===== src/rtl/vga_sync_monitor.sv =====
// ---------------------------------------------------------------------------
// vga_sync_monitor
//
// Receive-side counterpart of the VGA timing generator. Samples active-high
// hsync/vsync on the pixel clock, recovers the pixel position and display
// enable, measures line/frame geometry and sync widths, and declares lock
// once LOCK_FRAMES consecutive frames repeat the reference geometry.
//
// Optional build macro:
//   VGA_SYNC_IN_EN - insert a 2-flop synchronizer (reset to 0) on hsync_in
//                    and vsync_in ahead of edge detection. Every output then
//                    lags the pins by two extra clocks; measured values are
//                    unchanged. Without it the sync inputs must already be
//                    synchronous to clk.
//
// Ports:
//   clk          in   pixel clock
//   rst          in   asynchronous active-high reset
//   hsync_in     in   active-high horizontal sync
//   vsync_in     in   active-high vertical sync
//   h_pos        out  [HW-1:0] recovered horizontal position (0 at hsync rise)
//   v_pos        out  [VW-1:0] recovered line number (0 at vsync rise)
//   de           out  display enable, aligned with h_pos/v_pos
//   frame_start  out  one-cycle pulse while h_pos=0, v_pos=0
//   line_len     out  [HW-1:0] last measured clocks per line
//   frame_lines  out  [VW-1:0] last measured lines per frame
//   hs_width     out  [HW-1:0] last hsync high width in clocks
//   vs_width     out  [VW-1:0] last vsync high width in lines
//   locked       out  timing stable
//   err          out  one-cycle pulse on a timing violation
// ---------------------------------------------------------------------------
module vga_sync_monitor #(
  parameter int HW          = 11,
  parameter int VW          = 10,
  parameter int H_DE_START  = 384,
  parameter int H_ACTIVE    = 1440,
  parameter int V_DE_START  = 31,
  parameter int V_ACTIVE    = 900,
  parameter int LOCK_FRAMES = 2
) (
  input  logic          clk,
  input  logic          rst,
  input  logic          hsync_in,
  input  logic          vsync_in,
  output logic [HW-1:0] h_pos,
  output logic [VW-1:0] v_pos,
  output logic          de,
  output logic          frame_start,
  output logic [HW-1:0] line_len,
  output logic [VW-1:0] frame_lines,
  output logic [HW-1:0] hs_width,
  output logic [VW-1:0] vs_width,
  output logic          locked,
  output logic          err
);

  localparam int MW = $clog2(LOCK_FRAMES + 1);

  localparam logic [HW-1:0] H_MAX    = '1;
  localparam logic [VW-1:0] V_MAX    = '1;
  localparam logic [HW-1:0] H_ONE    = HW'(1);
  localparam logic [VW-1:0] V_ONE    = VW'(1);
  localparam logic [HW-1:0] H_DE_LO  = HW'(H_DE_START);
  localparam logic [HW-1:0] H_DE_HI  = HW'(H_DE_START + H_ACTIVE - 1);
  localparam logic [VW-1:0] V_DE_LO  = VW'(V_DE_START);
  localparam logic [VW-1:0] V_DE_HI  = VW'(V_DE_START + V_ACTIVE - 1);
  localparam logic [MW-1:0] M_ONE    = MW'(1);
  localparam logic [MW-1:0] LOCK_CNT = MW'(LOCK_FRAMES);

  typedef enum logic [1:0] {
    SEARCH  = 2'd0,
    MEASURE = 2'd1,
    CHECK   = 2'd2,
    LOCKED  = 2'd3
  } state_t;

  // -------------------------------------------------------------------------
  // Input conditioning
  // -------------------------------------------------------------------------
  logic hs_s;
  logic vs_s;

`ifdef VGA_SYNC_IN_EN
  logic [1:0] hs_sync_reg;
  logic [1:0] vs_sync_reg;

  always_ff @(posedge clk or posedge rst) begin
    if (rst) begin
      hs_sync_reg <= '0;
      vs_sync_reg <= '0;
    end else begin
      hs_sync_reg <= {hs_sync_reg[0], hsync_in};
      vs_sync_reg <= {vs_sync_reg[0], vsync_in};
    end
  end

  assign hs_s = hs_sync_reg[1];
  assign vs_s = vs_sync_reg[1];
`else
  assign hs_s = hsync_in;
  assign vs_s = vsync_in;
`endif

  // -------------------------------------------------------------------------
  // Edge detection
  // -------------------------------------------------------------------------
  logic hs_d;
  logic vs_d;
  logic hs_rise;
  logic hs_fall;
  logic vs_rise;
  logic vs_fall;

  assign hs_rise = hs_s & ~hs_d;
  assign hs_fall = ~hs_s & hs_d;
  assign vs_rise = vs_s & ~vs_d;
  assign vs_fall = ~vs_s & vs_d;

  // -------------------------------------------------------------------------
  // Measurements taken at an edge. The "+1" accounts for the clock/line on
  // which the edge itself is seen; a saturated counter stays clamped rather
  // than wrapping to 0.
  // -------------------------------------------------------------------------
  logic          h_sat;
  logic          v_sat;
  logic [HW-1:0] m_line;
  logic [VW-1:0] m_frame;

  assign h_sat   = (h_pos == H_MAX);
  assign v_sat   = (v_pos == V_MAX);
  assign m_line  = h_sat ? H_MAX : h_pos + H_ONE;
  assign m_frame = v_sat ? V_MAX : v_pos + V_ONE;

  // -------------------------------------------------------------------------
  // Position counters, measurements and sync width counters
  // -------------------------------------------------------------------------
  logic [HW-1:0] hs_cnt_reg;
  logic [VW-1:0] vs_cnt_reg;

  always_ff @(posedge clk or posedge rst) begin
    if (rst) begin
      hs_d        <= 1'b0;
      vs_d        <= 1'b0;
      h_pos       <= '0;
      v_pos       <= '0;
      frame_start <= 1'b0;
      line_len    <= '0;
      frame_lines <= '0;
      hs_cnt_reg  <= '0;
      vs_cnt_reg  <= '0;
      hs_width    <= '0;
      vs_width    <= '0;
    end else begin
      hs_d        <= hs_s;
      vs_d        <= vs_s;
      frame_start <= vs_rise;

      if (hs_rise) begin
        h_pos    <= '0;
        line_len <= m_line;
      end else if (!h_sat) begin
        h_pos <= h_pos + H_ONE;
      end

      if (vs_rise) begin
        v_pos       <= '0;
        frame_lines <= m_frame;
      end else if (hs_rise && !v_sat) begin
        v_pos <= v_pos + V_ONE;
      end

      // hsync width in clocks: the rising sample counts as the first clock.
      if (hs_rise) begin
        hs_cnt_reg <= H_ONE;
      end else if (hs_s && hs_cnt_reg != H_MAX) begin
        hs_cnt_reg <= hs_cnt_reg + H_ONE;
      end
      if (hs_fall) begin
        hs_width <= hs_cnt_reg;
      end

      // vsync width in lines: the line that starts with the vsync rise is
      // included; a line starting on the same clock vsync falls is not.
      if (vs_rise) begin
        vs_cnt_reg <= hs_rise ? V_ONE : '0;
      end else if (vs_s && hs_rise && vs_cnt_reg != V_MAX) begin
        vs_cnt_reg <= vs_cnt_reg + V_ONE;
      end
      if (vs_fall) begin
        vs_width <= vs_cnt_reg;
      end
    end
  end

  // -------------------------------------------------------------------------
  // Lock FSM
  // -------------------------------------------------------------------------
  state_t        state_reg,     state_next;
  logic [HW-1:0] ref_line_reg,  ref_line_next;
  logic [VW-1:0] ref_frame_reg, ref_frame_next;
  logic [MW-1:0] match_cnt_reg, match_cnt_next;
  logic          frame_bad_reg, frame_bad_next;
  logic          line_bad;

  always_ff @(posedge clk or posedge rst) begin
    if (rst) begin
      state_reg     <= SEARCH;
      ref_line_reg  <= '0;
      ref_frame_reg <= '0;
      match_cnt_reg <= '0;
      frame_bad_reg <= 1'b0;
    end else begin
      state_reg     <= state_next;
      ref_line_reg  <= ref_line_next;
      ref_frame_reg <= ref_frame_next;
      match_cnt_reg <= match_cnt_next;
      frame_bad_reg <= frame_bad_next;
    end
  end

  always_comb begin
    state_next     = state_reg;
    ref_line_next  = ref_line_reg;
    ref_frame_next = ref_frame_reg;
    match_cnt_next = match_cnt_reg;
    frame_bad_next = frame_bad_reg;
    err            = 1'b0;

    // The line that closes a frame is judged with the same measurement used
    // for the frame decision, so a bad last line cannot slip through and a
    // combined line+frame fault still yields only one err pulse.
    line_bad = hs_rise && (m_line != ref_line_reg);

    case (state_reg)
      SEARCH: begin
        if (vs_rise) begin
          state_next = MEASURE;
        end
      end

      MEASURE: begin
        // The first vsync may arrive mid-frame, so only lines and the frame
        // seen after it are trusted as references.
        if (hs_rise) begin
          ref_line_next = m_line;
        end
        if (vs_rise) begin
          ref_frame_next = m_frame;
          match_cnt_next = '0;
          frame_bad_next = 1'b0;
          state_next     = CHECK;
        end
      end

      CHECK: begin
        if (vs_rise) begin
          if (!frame_bad_reg && !line_bad && m_frame == ref_frame_reg) begin
            match_cnt_next = match_cnt_reg + M_ONE;
            if (match_cnt_next >= LOCK_CNT) begin
              state_next = LOCKED;
            end
          end else begin
            // Restart the comparison from the frame just seen.
            err            = 1'b1;
            if (hs_rise) begin
              ref_line_next = m_line;
            end
            ref_frame_next = m_frame;
            match_cnt_next = '0;
            frame_bad_next = 1'b0;
          end
        end else if (line_bad) begin
          frame_bad_next = 1'b1;
        end
      end

      LOCKED: begin
        // A saturated position means an edge went missing; treat it as a
        // violation so position outputs are never trusted while clamped.
        if (line_bad || (vs_rise && m_frame != ref_frame_reg) || h_sat || v_sat) begin
          err        = 1'b1;
          state_next = SEARCH;
        end
      end

      default: begin
        state_next = SEARCH;
      end
    endcase
  end

  // -------------------------------------------------------------------------
  // Status outputs
  // -------------------------------------------------------------------------
  assign locked = (state_reg == LOCKED);

  assign de = locked &&
              (h_pos >= H_DE_LO) && (h_pos <= H_DE_HI) &&
              (v_pos >= V_DE_LO) && (v_pos <= V_DE_HI);

endmodule

===== config.mk =====
export PLATFORM = sky130hd
export DESIGN_NAME = vga_sync_monitor
export DESIGN_NICKNAME = d
export VERILOG_FILES = /design/src/rtl/vga_sync_monitor.sv
export SDC_FILE = /design/constraint.sdc
export NUM_CORES = 1
export LEC_CHECK = 0
export BUFFER_PORTS_ARGS = -buffer_cell sky130_fd_sc_hd__buf_2
export CAP_MARGIN = 20
export CORE_UTILIZATION = 55
export CTS_CLUSTER_DIAMETER = 30
export DETAILED_ROUTE_END_ITERATION = 8
export PLACE_DENSITY = 0.84
export RECOVER_POWER = 25
export SLEW_MARGIN = 20
export SYNTH_ARGS = -nofsm -noshare
export SYNTH_HDL_FRONTEND = slang
export SYNTH_SLANG_ARGS = --single-unit
export TNS_END_PERCENT = 1

===== constraint.sdc =====
create_clock -name clk -period 4.2 [get_ports clk]
set_clock_uncertainty 0.05 [all_clocks]
set_input_delay 0.84 -clock clk [delete_from_list [all_inputs] [get_ports clk]]
set_output_delay 0.84 -clock clk [all_outputs]
set_load 0.01 [all_outputs]

==> results.txt <==
run status -> finished with violations
violated checks -> capacitance limit, slew limit
power per cell area -> 548 nW/um^2
highest-delay cell along the critical path -> sky130_fd_sc_hd__dfrtp_1
CORE AREA -> 10,300 sq um
remaining number of nets flagged by the antenna check after routing -> 0
Final min period -> 4040 ps
number of remaining DRC errors -> 0
Slew Viols, Final -> 95
Post-synth ARST share -> 100%
portion of total power attributed to sequential cells -> 36.2%
FF-to-FF setup slack -> 690 ps
highest cell delay on the worst timing path -> 600 ps
DR vias -> 4,891
path category of the worst min-delay check -> reg -> reg
transition time of the tightest slew-check pin -> 1940 ps
fraction of layout instances using a drive strength above 1 -> 25.1%
clock latency reported for the late side of the worst-skew pair -> 520 ps
Crit path max-delay family -> simple AND/OR/NAND/NOR gates
unique cell type count in the Yosys netlist -> 62
iteration count of the initial detailed-routing pass -> 5
via count of the first global-routing pass -> 4,749
critical path peak fanout -> 13
Worst slew margin -> -29.6%
leakage power summed over all cells -> 3.35 nW
net switching share of the total power -> 28.6%
# diodes -> 0
number of antenna violations at the first check in global routing -> 0
data arrival time of the critical path -> 3150 ps
Seq/Total Area, Yosys -> 48.4%
Port-buffer cells -> 70
crit start category -> register
quantity of hold-fixing buffers added after cts -> 0
portion of the clock cycle consumed by the worst path in the final layout -> 96.2%
die footprint -> 11,000 sq um
Final Hold Violating Endpoints -> 0
cell chain of the critical path -> nand2_1, nor3_4, mux2i_2, xnor2_1, or4b_4, nor3_4, a21oi_1, a21o_1, buf_2
timing-limited maximum frequency -> 0.248 GHz
cell type contributing the most total cell area after synthesis -> sky130_fd_sc_hd__dfrtp_1
critical path buffer and inverter count -> 1
final HPWL from detailed placement -> 9080 um
number of maximum-capacitance constraint violations -> 1
unrepaired setup endpoints after global routing -> no
Starting Density -> 56.6%
Clock Pin Slew Worst Setup and Hold Paths -> 60 ps
category of the critical setup timing path -> reg -> out
P&R area growth vs syn -> 21.6%
Die Span Y -> 105 um
area share of the leading cell type in the synthesized netlist -> 48.4%
worst vdd ir -> 285 uV
Die Wd -> 105 um
number of synthesized register bits -> 113
Synth warnings -> 0
site row count -> 37
synthesized net count -> 610
placer's final routability congestion estimate -> 0.980
final-layout setup total negative slack -> 0 ps
Placed Cells -> 771
clock network fraction of total power -> 42.5%
required arrival time at the worst endpoint -> 3310 ps
Avg Inst Size Synth -> 9.83 sq um
most used cells in the layout excluding fill and tap cells -> sky130_fd_sc_hd__dfrtp_1, sky130_fd_sc_hd__buf_2, sky130_fd_sc_hd__nor2_1
largest net degree at the start of global routing -> 95
critical path capture point type -> output pin
Clock Path Buffers -> 2
clock tree from TritonCTS -> done
internal power consumption -> 2.78 mW
combinational share of power -> 21.3%
clock root cell -> sky130_fd_sc_hd__clkbuf_8
Total Nets Final -> 676
top cells by area, synth -> sky130_fd_sc_hd__dfrtp_1, sky130_fd_sc_hd__mux2_2, sky130_fd_sc_hd__nor2_1
Net Switching -> 1.11 mW
routed wire length per instance -> 17.5 um
setup violation total in the final timing report -> 0
clock net sink count -> 113
detailed-route vias per instance -> 6.04
post-layout instance count excluding filler cells -> 810
I/O pin count -> 71
most common cell after layout, fill and taps aside -> sky130_fd_sc_hd__dfrtp_1
synthesized area -> 5850 sq um
global-route wire length before repair -> 23,200 um
total power -> 3.90 mW
number of synthesized flops with an enable pin -> 0
leading register cell type out of synthesis -> sky130_fd_sc_hd__dfrtp_1
number of standard cells after synthesis -> 595
grt total ovfl -> 0
Overall Global Routing Usage -> 26.7%
H-tree depth -> 4
number of CTS-inserted buffers -> 17
overall routed net length -> 14,200 um
Most Frequent Cell on Critical Path -> sky130_fd_sc_hd__nor3_4
fill cell instance count of the final layout -> 725
initial drt markers -> 345
[cells by family (layout without fill, tap and decap cells)]
kind of cell / count (synthesis) / count (layout) / share of synthesized area, %
fa+ha+maj: 11 / 11 / 2.35
simple gates: 208 / 208 / 17.8
flops: 113 / 113 / 48.4
buf+inv: 61 / 140 / 4.39
compound gates: 124 / 124 / 13.8
mux: 44 / 44 / 8.20
xor+xnor: 34 / 34 / 5.09
[power groups by stage]
stage / sequential [mW] / combinational (mW) / clock, mW
2_1_floorplan: 1.40 / 0.563 / 0
3_3_place_gp: 1.41 / 0.741 / 0
3_5_place_dp: 1.42 / 0.770 / 0
4_1_cts: 1.41 / 0.797 / 1.67
5_1_grt: 1.43 / 0.916 / 1.72
6_report: 1.41 / 0.831 / 1.66
[metrics by stage]
step	instance area [sq um]	utilization (%)	hold WS, ps	worst slack (ps)
final	7110	68.9	429	160
after CTS	6980	67.6	404	21.1
after global routing	7110	68.9	445	17.0
after global placement	6260	60.7	406	497
after floorplan	5850	-	430	323
after detailed placement	6260	60.7	418	351
[cell type report]
type / instances / area, sq um / share of cell area (%)
multi-input cells: 421 / 2870 / 40.3
flip-flops and latches: 113 / 2840 / 39.9
clock buffers: 24 / 490 / 6.90
repair buffers: 85 / 457 / 6.42
clock inverters: 8 / 196 / 2.76
well taps: 136 / 170 / 2.39
inverters: 23 / 90.1 / 1.27
[synth_stat cells (2+ instances only)]
| cell | n |
|---|---|
| sky130_fd_sc_hd__o41ai_1 | 2 |
| sky130_fd_sc_hd__a32o_1 | 3 |
| sky130_fd_sc_hd__or3_1 | 9 |
| sky130_fd_sc_hd__o211ai_1 | 2 |
| sky130_fd_sc_hd__mux2_1 | 6 |
| sky130_fd_sc_hd__nor4_1 | 2 |
| sky130_fd_sc_hd__o21ai_0 | 33 |
| sky130_fd_sc_hd__o21bai_1 | 2 |
| sky130_fd_sc_hd__o31ai_1 | 3 |
| sky130_fd_sc_hd__nand3_1 | 26 |
| sky130_fd_sc_hd__nor3_1 | 9 |
| sky130_fd_sc_hd__clkbuf_1 | 22 |
| sky130_fd_sc_hd__a211oi_1 | 5 |
| sky130_fd_sc_hd__dfrtp_1 | 113 |
| sky130_fd_sc_hd__o2111ai_1 | 3 |
| sky130_fd_sc_hd__and2_1 | 6 |
| sky130_fd_sc_hd__a21o_1 | 2 |
| sky130_fd_sc_hd__mux2_2 | 25 |
| sky130_fd_sc_hd__a2111o_1 | 2 |
| sky130_fd_sc_hd__a21boi_0 | 2 |
| sky130_fd_sc_hd__a21oi_1 | 22 |
| sky130_fd_sc_hd__nand3b_1 | 2 |
| sky130_fd_sc_hd__and4_1 | 7 |
| sky130_fd_sc_hd__o221ai_1 | 2 |
| sky130_fd_sc_hd__nand2b_1 | 11 |
| sky130_fd_sc_hd__a31oi_1 | 22 |
| sky130_fd_sc_hd__nand2_1 | 49 |
| sky130_fd_sc_hd__xnor2_1 | 14 |
| sky130_fd_sc_hd__buf_2 | 13 |
| sky130_fd_sc_hd__o22ai_1 | 2 |
| sky130_fd_sc_hd__nand4_1 | 11 |
| sky130_fd_sc_hd__xor2_1 | 20 |
| sky130_fd_sc_hd__a32oi_1 | 3 |
| sky130_fd_sc_hd__nor2_1 | 58 |
| sky130_fd_sc_hd__ha_1 | 11 |
| sky130_fd_sc_hd__and3_1 | 7 |
| sky130_fd_sc_hd__inv_1 | 22 |
| sky130_fd_sc_hd__nor2b_1 | 3 |
| sky130_fd_sc_hd__a41oi_1 | 3 |
| sky130_fd_sc_hd__mux2i_1 | 13 |
| sky130_fd_sc_hd__o21ai_1 | 2 |
[routing by layer]
metal | up-vias | share of wire, % | track usage [%]
met1 | 2394 | 42 | 33.9
met5 | - | 0 | 0
met3 | 42 | 6.1 | 6.49
met4 | 0 | 3.0 | 13.2
li1 | 2259 | - | -
met2 | 196 | 49 | 42.9
[what timing repair did]
item	4_1_cts	5_1_grt
pin swaps	0	1
setup buffers	0	7
setup endpoints to repair	1	1
resized for setup	11	19
[worst min-delay path, cell delays in order, from the launching register on]
cell,delay [ps]
sky130_fd_sc_hd__dfrtp_1,340
sky130_fd_sc_hd__nand2_1,40
sky130_fd_sc_hd__o21ai_0,60
[worst paths after layout]
| kind | endpoint | from | cells past startpoint |
|---|---|---|---|
| worst max-delay path | err | v_pos[7] | 9 |
| worst min-delay path | line_len[3] | line_len[3] | 2 |
| worst max register to register | ref_line_reg[8] | v_pos[7] | 10 |
| worst min register to register | line_len[3] | line_len[3] | 2 |
| max in group asynchronous | h_pos[0] | rst | 2 |
| min in group asynchronous | hs_width[1] | rst | 2 |
(Power assumes the default switching activity.)
